`src/rtl/shift_loader_ctrl.sv`:
```
// -----------------------------------------------------------------------------
// shift_loader_ctrl
//
// Controls an external serial-in/parallel-out shift register. It collects one
// frame of WIDTH serial bits, then captures the register's parallel value into
// word_o. The word is held with word_valid_o until the consumer accepts it.
//
// The first accepted bit ends up in word_o[WIDTH-1] and the last in word_o[0].
// This holds when the register shifts toward the MSB, i.e.
// {q[WIDTH-2:0], shift_in}.
//
// Ports
//   clk           sole clock, rising edge
//   reset         synchronous, active-high
//   start_i       begin / restart a frame
//   bit_i         serial data bit
//   bit_valid_i   bit_i valid this cycle
//   shift_data_i  parallel output of the controlled shift register
//   shift_en_o    shift enable to the shift register (combinational)
//   shift_in_o    serial input to the shift register (always bit_i)
//   word_o        captured frame word
//   word_valid_o  word_o valid, held until word_ready_i
//   word_ready_i  consumer accepts word_o
//   busy_o        high whenever not IDLE
//   count_o       bits accepted in the current frame (0..WIDTH)
//   error_o       one-cycle pulse: a bit arrived while LATCH/VALID and was dropped
// -----------------------------------------------------------------------------
module shift_loader_ctrl #(
    parameter int WIDTH = 16
) (
    input  logic                     clk,
    input  logic                     reset,
    input  logic                     start_i,
    input  logic                     bit_i,
    input  logic                     bit_valid_i,
    input  logic [WIDTH-1:0]         shift_data_i,
    output logic                     shift_en_o,
    output logic                     shift_in_o,
    output logic [WIDTH-1:0]         word_o,
    output logic                     word_valid_o,
    input  logic                     word_ready_i,
    output logic                     busy_o,
    output logic [$clog2(WIDTH):0]   count_o,
    output logic                     error_o
);

    localparam int CW = $clog2(WIDTH) + 1;
    localparam logic [CW-1:0] LAST_COUNT = CW'(WIDTH - 1);
    localparam logic [CW-1:0] FULL_COUNT = CW'(WIDTH);

    typedef enum logic [1:0] {
        IDLE  = 2'd0,
        SHIFT = 2'd1,
        LATCH = 2'd2,
        VALID = 2'd3
    } state_t;

    state_t           state_reg, state_next;
    logic [CW-1:0]    count_reg, count_next;
    logic [WIDTH-1:0] word_reg, word_next;
    logic             error_reg, error_next;
    logic             shift_en;

    always_ff @(posedge clk) begin
        if (reset) begin
            state_reg <= IDLE;
            count_reg <= '0;
            word_reg  <= '0;
            error_reg <= 1'b0;
        end else begin
            state_reg <= state_next;
            count_reg <= count_next;
            word_reg  <= word_next;
            error_reg <= error_next;
        end
    end

    always_comb begin
        state_next = state_reg;
        count_next = count_reg;
        word_next  = word_reg;
        shift_en   = 1'b0;
        // A bit offered while a finished word is pending cannot be stored.
        error_next = bit_valid_i & ((state_reg == LATCH) | (state_reg == VALID));

        case (state_reg)
            IDLE: begin
                if (start_i) begin
                    state_next = SHIFT;
                    count_next = '0;
                end
            end
            SHIFT: begin
                if (start_i) begin
                    // Restart wins over a bit offered in the same cycle.
                    count_next = '0;
                end else if (bit_valid_i) begin
                    shift_en   = 1'b1;
                    count_next = count_reg + 1'b1;
                    if (count_reg == LAST_COUNT) begin
                        state_next = LATCH;
                    end
                end
            end
            LATCH: begin
                // The register holds the complete frame after the last shift.
                word_next  = shift_data_i;
                count_next = FULL_COUNT;
                state_next = VALID;
            end
            VALID: begin
                // start_i only counts once the word has been accepted.
                if (word_ready_i) begin
                    count_next = '0;
                    state_next = start_i ? SHIFT : IDLE;
                end
            end
            default: begin
                state_next = IDLE;
                count_next = '0;
            end
        endcase
    end

    assign shift_en_o   = shift_en & ~reset;
    assign shift_in_o   = bit_i;
    assign word_o       = word_reg;
    assign word_valid_o = (state_reg == VALID);
    assign busy_o       = (state_reg != IDLE);
    assign count_o      = count_reg;
    assign error_o      = error_reg;

endmodule

```
`config.mk`:
```
export PLATFORM = sky130hd
export DESIGN_NAME = shift_loader_ctrl
export DESIGN_NICKNAME = d
export VERILOG_FILES = /design/src/rtl/shift_loader_ctrl.sv
export SDC_FILE = /design/constraint.sdc
export NUM_CORES = 1
export LEC_CHECK = 0
export ABC_CLOCK_PERIOD_IN_PS = 2700
export CAP_MARGIN = 20
export CORE_UTILIZATION = 45
export DETAILED_ROUTE_END_ITERATION = 6
export PLACE_DENSITY = 0.85
export SKIP_CTS_REPAIR_TIMING = 1
export SLEW_MARGIN = 15
export SYNTH_ARGS = -nofsm -noshare
export SYNTH_HDL_FRONTEND = slang
export SYNTH_SLANG_ARGS = --single-unit
```
`constraint.sdc`:
```
create_clock -name clk -period 2.7 [get_ports clk]
set_input_delay 0.675 -clock clk [delete_from_list [all_inputs] [get_ports clk]]
set_output_delay 0.675 -clock clk [all_outputs]
set_load 0.02 [all_outputs]
```
==> results.cfg, run 1 <==
[run_status]
outcome = finished, final reports clean

[setup_path]
reg2reg_from = count_o[0]
cp_cell_sequence = inv_1, ha_1, inv_1, clkdlybuf4s50_1
cpPeakStageDelay_ps = 590
worstSetupPathType = flip-flop to output pin
cp.required_ps = 2030
worst-r2r-setup-slack_ps = 850
path_buf_inv = 3
rr_worst_depth = 6
crit_path_max_fanout = 5
setup.worst_path.end_class = output pin
critPathArrivalTime_ps = 1780
cp_common_cell = inv_1
crit_family = buffers and inverters
slowest_stage = clkdlybuf4s50_1
rr_endpoint = state_reg[0]
start_kind = flip-flop

[cells_and_area]
final_common_cell = clkdlybuf4s50_1
synthToLayoutAreaGrowth_pct = 47.65
finalNetCount = 194
seq_area_um2 = 480.5
nFillCells = 175
multi_input_area_um2 = 613.1
largest_reg_flops = 16
drive_gt1_share_pct = 6.707
final_util_pct = 73.58
diodes = 0
final_cell_mix = clkdlybuf4s50_1 (44), dfxtp_1 (24), mux2i_1 (17), nor2_1 (17), ha_1 (6)

[clocking]
cts_buffers = 3
path_clk_slew_ps = 140
htree_levels = 1
clock_latency_ps = 320
cts_tree = done
clk_path_buf_depth = 2
clock-sinks = 24
clockRootBuffer = clkbuf_4

[power]
peakVddDrop_v = 0.0006646
powerDensity_mw_per_mm2 = 763.4
p_total_uw = 1290
leakage_uw = 0.0006721

[global_routing]
grt_max_degree = 22
grt_first_pass_wirelength_mm = 4.512
grt_remaining_overflow = 0
antenna_found_initial = 0
grt_pass1_vias = 1011
gr-usage-all-layers_pct = 22.38

[floorplanning]
fp.dieH_um = 52.44
num_rows = 17
ios = 48
initial_core_util_pct = 49.84
die_w_um = 52.44
core_area_mm2 = 0.002297
dieArea_mm2 = 0.002750

[min_path]
holdCritStartpoint = word_o[14]
hold_end = word_o[14]
hold_class = flip-flop to flip-flop
min_delay_path_depth = 2

[logic_synthesis]
syn-cell-area_mm2 = 0.001145
ys_seq_area_share_pct = 41.97
synthCells = 117
synth-seq-cells = 24
ys.warnings.count = 0
synth_nets = 146
synth_cell_types = 34
avgSynthCellArea_um2 = 9.785

[sta]
timing.final.crit_share_pct = 91.04
tightestPinTransition_ps = 535.1
relSlewSlack_pct = 64.26
tns_ps = 0
clock-skew-final_ps = 2.325
fmax_mhz = 406.8
rsz0062_at_grt = no
hold_viol = 0
post-route-min-period_ps = 2458
setup_viol = 0
slew_violations = 0

[route]
finalWirelength_mm = 2.783
wl_met2_mm = 1.388
vias = 1053
drtIter0Drc = 34
maxUsedRoutingLayer = met4
drc = 0
wl_met3_um = 176
ant_nets = 0
wl_per_cell_um = 14.49
wl_met1_mm = 1.182
via_per_inst = 5.484
first_pass_iters = 4

[place]
port_buffers = 45
place.gp.congestion = 0.8710
hpwl_mm = 2.066

[flow_run]
cap_violations = 0
==> synth_stat cells <==
master / n / area share, %
nand4b_1: 2 / 1.5
o211a_1: 1 / 0.87
and3_1: 1 / 0.55
and4bb_2: 1 / 1.1
clkbuf_2: 1 / 0.44
or4_1: 1 / 0.66
nand3b_1: 2 / 1.3
a221o_1: 1 / 0.87
a211oi_1: 1 / 0.66
a32o_1: 1 / 0.87
a21oi_1: 2 / 0.87
o311ai_0: 1 / 0.77
o21a_1: 1 / 0.66
or2b_1: 1 / 0.66
nor2b_1: 4 / 2.2
a31oi_1: 2 / 1.1
clkbuf_1: 2 / 0.66
ha_1: 7 / 7.6
buf_2: 3 / 1.3
nand4_1: 2 / 1.1
mux2i_1: 17 / 15
dfxtp_1: 24 / 42
nor3b_1: 2 / 1.3
and3b_1: 1 / 0.77
buf_4: 1 / 0.66
and4b_1: 1 / 0.87
nand2b_1: 1 / 0.55
inv_1: 5 / 1.6
o31ai_1: 5 / 3.3
nand3_1: 2 / 0.87
or3_1: 1 / 0.55
and2b_1: 1 / 0.66
nand2_1: 2 / 0.66
nor2_1: 17 / 5.6
==> power breakdown <==
part           total [uW]  switching [uW]  internal (uW)
sequential            456            41.1            415
clock                 264             113            150
combinational         571             293            278
==> cell families (layout without fill, tap and decap cells) <==
family,after synthesis,count (layout),synth area share (%)
simple gates,42,42,20.88
flops,24,24,41.97
mux,17,17,14.86
compound gates,15,15,9.946
buf+inv,12,59,4.699
fa+ha+maj,7,7,7.650
==> worst max path at each step <==
stage,to,cells after the start,startpoint,slack [ps]
after global placement,shift_en_o,3,reset,60
final,busy_o,4,state_reg[0],240
after CTS,shift_en_o,3,start_i,30
after detailed placement,shift_en_o,3,start_i,30
after floorplan,state_reg[0],6,count_o[0],960
after global routing,busy_o,4,state_reg[0],180
==> area by class of cell <==
cell class                      instances  area share, %
Clock inverter                          1          1.776
Multi-Input combinational cell         81          36.27
Timing Repair Buffer                   50          29.02
Clock buffer                            3          1.332
Tap cell                               28          2.073
Inverter                                5          1.110
Sequential cell                        24          28.42
==> metrics by stage <==
stage / setup slack, ps / instance area (um^2) / hold slack, ps / cells
after floorplan: 960.5 / 1145 / 475.5 / 117
after global placement: 62.04 / 1633 / 471.0 / 188
after detailed placement: 34.64 / 1633 / 487.5 / 188
after CTS: 34.61 / 1685 / 519.6 / 192
after global routing: 183.3 / 1690 / 549.1 / 192
final: 242.0 / 1690 / 513.9 / 192
==> routing by layer <==
| layer | track usage [%] | up-vias |
|---|---|---|
| li1 | - | 509 |
| met1 | 27.13 | 491 |
| met2 | 38.82 | 48 |
| met3 | 5.217 | 5 |
| met4 | 6.579 | 0 |
| met5 | 0 | - |
==> worst register-to-register path, cell delays in order (launching register included) <==
cell and delay, ps:
dfxtp_1 430, ha_1 210, and3_1 190, ha_1 160, nand3b_1 110, a221o_1 390
a32o_1 270
No activity file was read; power rests on OpenSTA's default activity.
==> run 2, diff against run 1 <==
--- a/config.mk
+++ b/config.mk
@@ -8,8 +8,10 @@
 export ABC_CLOCK_PERIOD_IN_PS = 2700
 export CAP_MARGIN = 20
 export CORE_UTILIZATION = 45
+export CTS_CLUSTER_SIZE = 16
 export DETAILED_ROUTE_END_ITERATION = 6
-export PLACE_DENSITY = 0.85
+export GPL_TIMING_DRIVEN = 1
+export PLACE_DENSITY = 0.84
 export SKIP_CTS_REPAIR_TIMING = 1
 export SLEW_MARGIN = 15
 export SYNTH_ARGS = -nofsm -noshare
==> run 2 against run 1 <==
Net effect:
- count of clock-buffer cells in the layout unchanged
- via count down 2.2%
- final area down 0.15%
- worst hold slack better by 3.7 ps
- worst setup slack better by 32 ps
- register-to-register slack better by 60 ps
- combinational power down 2%
- sequential power about the same
- critical path type unchanged
- critical endpoint unchanged
==> results.cfg, run 2 (same netlist as run 1, synthesis figures left out) <==
[clocking]
htree_levels = 1
path_clk_slew_ps = 130
cts_buffers = 3
clock-sinks = 24
clock_latency_ps = 320
clk_path_buf_depth = 2
clockRootBuffer = clkbuf_4
cts_tree = done

[setup_path]
cp.required_ps = 2030
cp_common_cell = inv_1
cpPeakStageDelay_ps = 590
crit_path_max_fanout = 5
slowest_stage = clkdlybuf4s50_1
worstSetupPathType = flip-flop to output pin
critPathArrivalTime_ps = 1750
start_kind = flip-flop
setup.worst_path.end_class = output pin
cp_cell_sequence = inv_1, ha_1, inv_1, clkdlybuf4s50_1

[floorplanning]
dieArea_mm2 = 0.002750
ios = 48
core_area_mm2 = 0.002297
fp.dieH_um = 52.44
die_w_um = 52.44
num_rows = 17
initial_core_util_pct = 49.84

[sta]
tightestPinTransition_ps = 567.4
fmax_mhz = 412.2
rsz0062_at_grt = no
post-route-min-period_ps = 2426
timing.final.crit_share_pct = 89.85
hold_viol = 0
tns_ps = 0
relSlewSlack_pct = 62.09
setup_viol = 0
clock-skew-final_ps = 7.785
slew_violations = 0

[route]
finalWirelength_mm = 2.692
drc = 0
via_per_inst = 5.365
vias = 1030
drtIter0Drc = 21
wl_per_cell_um = 14.02
first_pass_iters = 4
ant_nets = 0

[run_status]
outcome = finished, final reports clean

[cells_and_area]
final_common_cell = clkdlybuf4s50_1
synthToLayoutAreaGrowth_pct = 47.43
multi_input_area_um2 = 610.6
largest_reg_flops = 16
final_area_mm2 = 0.001688
seq_area_um2 = 480.5
final_cell_mix = clkdlybuf4s50_1 (44), dfxtp_1 (24), mux2i_1 (17), nor2_1 (17), ha_1 (7)
finalNetCount = 194
drive_gt1_share_pct = 6.098
nFillCells = 194
diodes = 0

[global_routing]
antenna_found_initial = 0
gr-usage-all-layers_pct = 22.14
grt_pass1_vias = 986
grt_first_pass_wirelength_mm = 4.478
grt_max_degree = 22
grt_remaining_overflow = 0

[place]
place.gp.congestion = 0.8675
hpwl_mm = 2.014
port_buffers = 45
place_area_mm2 = 0.001633

[min_path]
hold_class = flip-flop to flip-flop

[power]
peakVddDrop_v = 0.0005442
powerDensity_mw_per_mm2 = 760.6
leakage_uw = 0.0006734

[flow_run]
cap_violations = 0
==> run 2: final cells by class <==
type	instances	share of cell area [%]
tap	28	2.076
inverter	5	1.112
multi-input combinational	81	36.17
timing repair buffer	50	29.06
sequential	24	28.47
clock buffer	3	1.334
clock inverter	1	1.779
==> run 2: power by group <==
part / switching [uW] / internal, uW
sequential: 42.9 / 415
clock: 113 / 150
combinational: 288 / 274
==> run 2: routing by layer <==
layer	global-route usage [%]	vias up	share of wire [%]
met5	0	-	0
met4	7.895	0	1.0
met1	29.43	469	46
met3	5.217	4	7.3
met2	34.60	44	46
li1	-	513	-
==> run 2: path summary, 6_finish.rpt <==
check,from,to,slack [ps],cells after the start
max,state_reg[0],busy_o,270,4
min,word_o[9],word_o[9],520,2
max reg2reg,state_reg[1],count_o[1],910,6
min reg2reg,word_o[9],word_o[9],520,2
==> run 2: critical path: cells and delay by family, from the launching register on <==
kind	cells	cell delay, ps
buffers and inverters	3	760
DFF	1	440
adders and majority gates	1	240
==> run 2: stage by stage <==
step                hold WS, ps  instances  setup slack [ps]  util [%]  power (uW)
detailed placement        484.6        188             5.264     71.08        1024
floorplan                 475.5        117             960.5         -       812.7
global route              538.6        192             189.5     73.47        1357
CTS                       519.6        192            0.2802     73.37        1288
global placement          472.3        188             14.72     71.08        1006
finish                    517.7        192             274.1     73.47        1284
==> run 3, diff against run 2 <==
--- a/config.mk
+++ b/config.mk
@@ -11,6 +11,7 @@
 export CTS_CLUSTER_SIZE = 16
 export DETAILED_ROUTE_END_ITERATION = 6
 export GPL_TIMING_DRIVEN = 1
+export MAX_ROUTING_LAYER = met4
 export PLACE_DENSITY = 0.84
 export SKIP_CTS_REPAIR_TIMING = 1
 export SLEW_MARGIN = 15
==> run 3 against run 2 <==
Net effect:
- combinational power barely moved
- die area unchanged
- total power barely moved
- first-iteration DRC count unchanged
- worst setup slack hardly changed
- global-route usage rose by 0.58 points
- via count stayed put
- worst hold slack improved by 1.0 ps
- critical path type unchanged
- wire length is essentially flat
- fmax about the same
- register-to-register slack about the same
- clock power hardly changed
==> results.cfg, run 3 (same netlist as run 1, synthesis figures left out) <==
[setup_path]
start_kind = flip-flop
critPathArrivalTime_ps = 1750
crit_family = buffers and inverters
cp_common_cell = inv_1
slowest_stage = clkdlybuf4s50_1
worst-r2r-setup-slack_ps = 910
setup.worst_path.end_class = output pin
crit_path_max_fanout = 5
path_buf_inv = 3
rr_endpoint = count_o[1]
cpPeakStageDelay_ps = 590
reg2reg_from = state_reg[1]
cp.required_ps = 2030
rr_worst_depth = 6
cp_cell_sequence = inv_1, ha_1, inv_1, clkdlybuf4s50_1
worstSetupPathType = flip-flop to output pin

[sta]
clock-skew-final_ps = 7.555
tns_ps = 0
tightestPinTransition_ps = 567.4
rsz0062_at_grt = no
post-route-min-period_ps = 2426
relSlewSlack_pct = 62.09
setup_viol = 0
timing.final.crit_share_pct = 89.86
fmax_mhz = 412.2
whs_ps = 518.7
hold_viol = 0
slew_violations = 0

[route]
via_per_inst = 5.365
drtIter0Drc = 21
drc = 0
finalWirelength_mm = 2.694
wl_per_cell_um = 14.03
vias = 1030
ant_nets = 0
first_pass_iters = 4

[clocking]
clockRootBuffer = clkbuf_4
clock_latency_ps = 320
clock-sinks = 24
clk_path_buf_depth = 2
cts_tree = done
cts_buffers = 3
path_clk_slew_ps = 140
htree_levels = 1

[power]
leakage_uw = 0.0006734
powerDensity_mw_per_mm2 = 760.8
peakVddDrop_v = 0.0005453
p_total_uw = 1284

[floorplanning]
dieArea_mm2 = 0.002750
num_rows = 17
ios = 48
fp.dieH_um = 52.44
core_area_mm2 = 0.002297
die_w_um = 52.44
initial_core_util_pct = 49.84

[cells_and_area]
drive_gt1_share_pct = 6.098
diodes = 0
final_common_cell = clkdlybuf4s50_1
finalNetCount = 194
synthToLayoutAreaGrowth_pct = 47.43
largest_reg_flops = 16
nFillCells = 194
fin_cells = 192
final_cell_mix = clkdlybuf4s50_1 (44), dfxtp_1 (24), mux2i_1 (17), nor2_1 (17), ha_1 (7)

[global_routing]
antenna_found_initial = 0
gr-usage-all-layers_pct = 22.72
grt_pass1_vias = 986
grt_first_pass_wirelength_mm = 4.478
grt_max_degree = 22
grt_remaining_overflow = 0

[place]
hpwl_mm = 2.014
port_buffers = 45
place_inst = 188
place.gp.congestion = 0.8817

[min_path]
holdCritStartpoint = word_o[0]
min_delay_path_depth = 2
hold_end = word_o[0]
hold_class = flip-flop to flip-flop

[run_status]
outcome = finished, final reports clean

[flow_run]
cap_violations = 0
run 3: cell counts in the layout (fill, tap and decap cells not counted):
Identical to the previous run, type by type.
run 3: metrics by stage:
stage / setup slack [ps] / area (um^2) / util (%)
6_report: 273.7 / 1688 / 73.47
4_1_cts: 0.2802 / 1685 / 73.37
3_5_place_dp: 5.264 / 1633 / 71.08
3_3_place_gp: 14.72 / 1633 / 71.08
2_1_floorplan: 960.5 / 1145 / -
5_1_grt: 189.5 / 1688 / 73.47
run 3: per-layer routing:
layer	up-vias	part of all wire, %	GRT usage [%]
li1	513	-	-
met1	469	47	30.14
met2	44	46	34.60
met3	4	6.4	4.058
met4	0	1.0	7.895
met5	-	0	-
run 3: worst reg2reg max path: cells and delay by family, from the launching register on:
kind,cells,cell delay (ps)
AOI/OAI and AO/OA,1,140
adders and majority gates,1,270
buffers and inverters,2,260
DFF,1,440
and+or+nand+nor,2,630
run 3: worst max path at each step:
stage          cells past startpoint      endpoint  slack [ps]          from
2_1_floorplan                      6  state_reg[0]         960    count_o[0]
3_3_place_gp                       3    shift_en_o          10       start_i
3_5_place_dp                       3    shift_en_o           5       start_i
4_1_cts                            3    shift_en_o         0.3       start_i
5_1_grt                            4        busy_o         190  state_reg[0]
6_report                           4        busy_o         270  state_reg[0]
run 3: report_power, final:
group | switching (uW) | internal (uW)
clock | 114 | 150
combinational | 288 | 274
sequential | 42.9 | 415
run 3: layout make-up:
type | instances | area [um^2] | area share, %
Inverter | 5 | 18.77 | 1.112
Tap cell | 28 | 35.03 | 2.076
Multi-Input combinational cell | 81 | 610.6 | 36.17
Clock buffer | 3 | 22.52 | 1.334
Clock inverter | 1 | 30.03 | 1.779
Timing Repair Buffer | 50 | 490.5 | 29.06
Sequential cell | 24 | 480.5 | 28.47
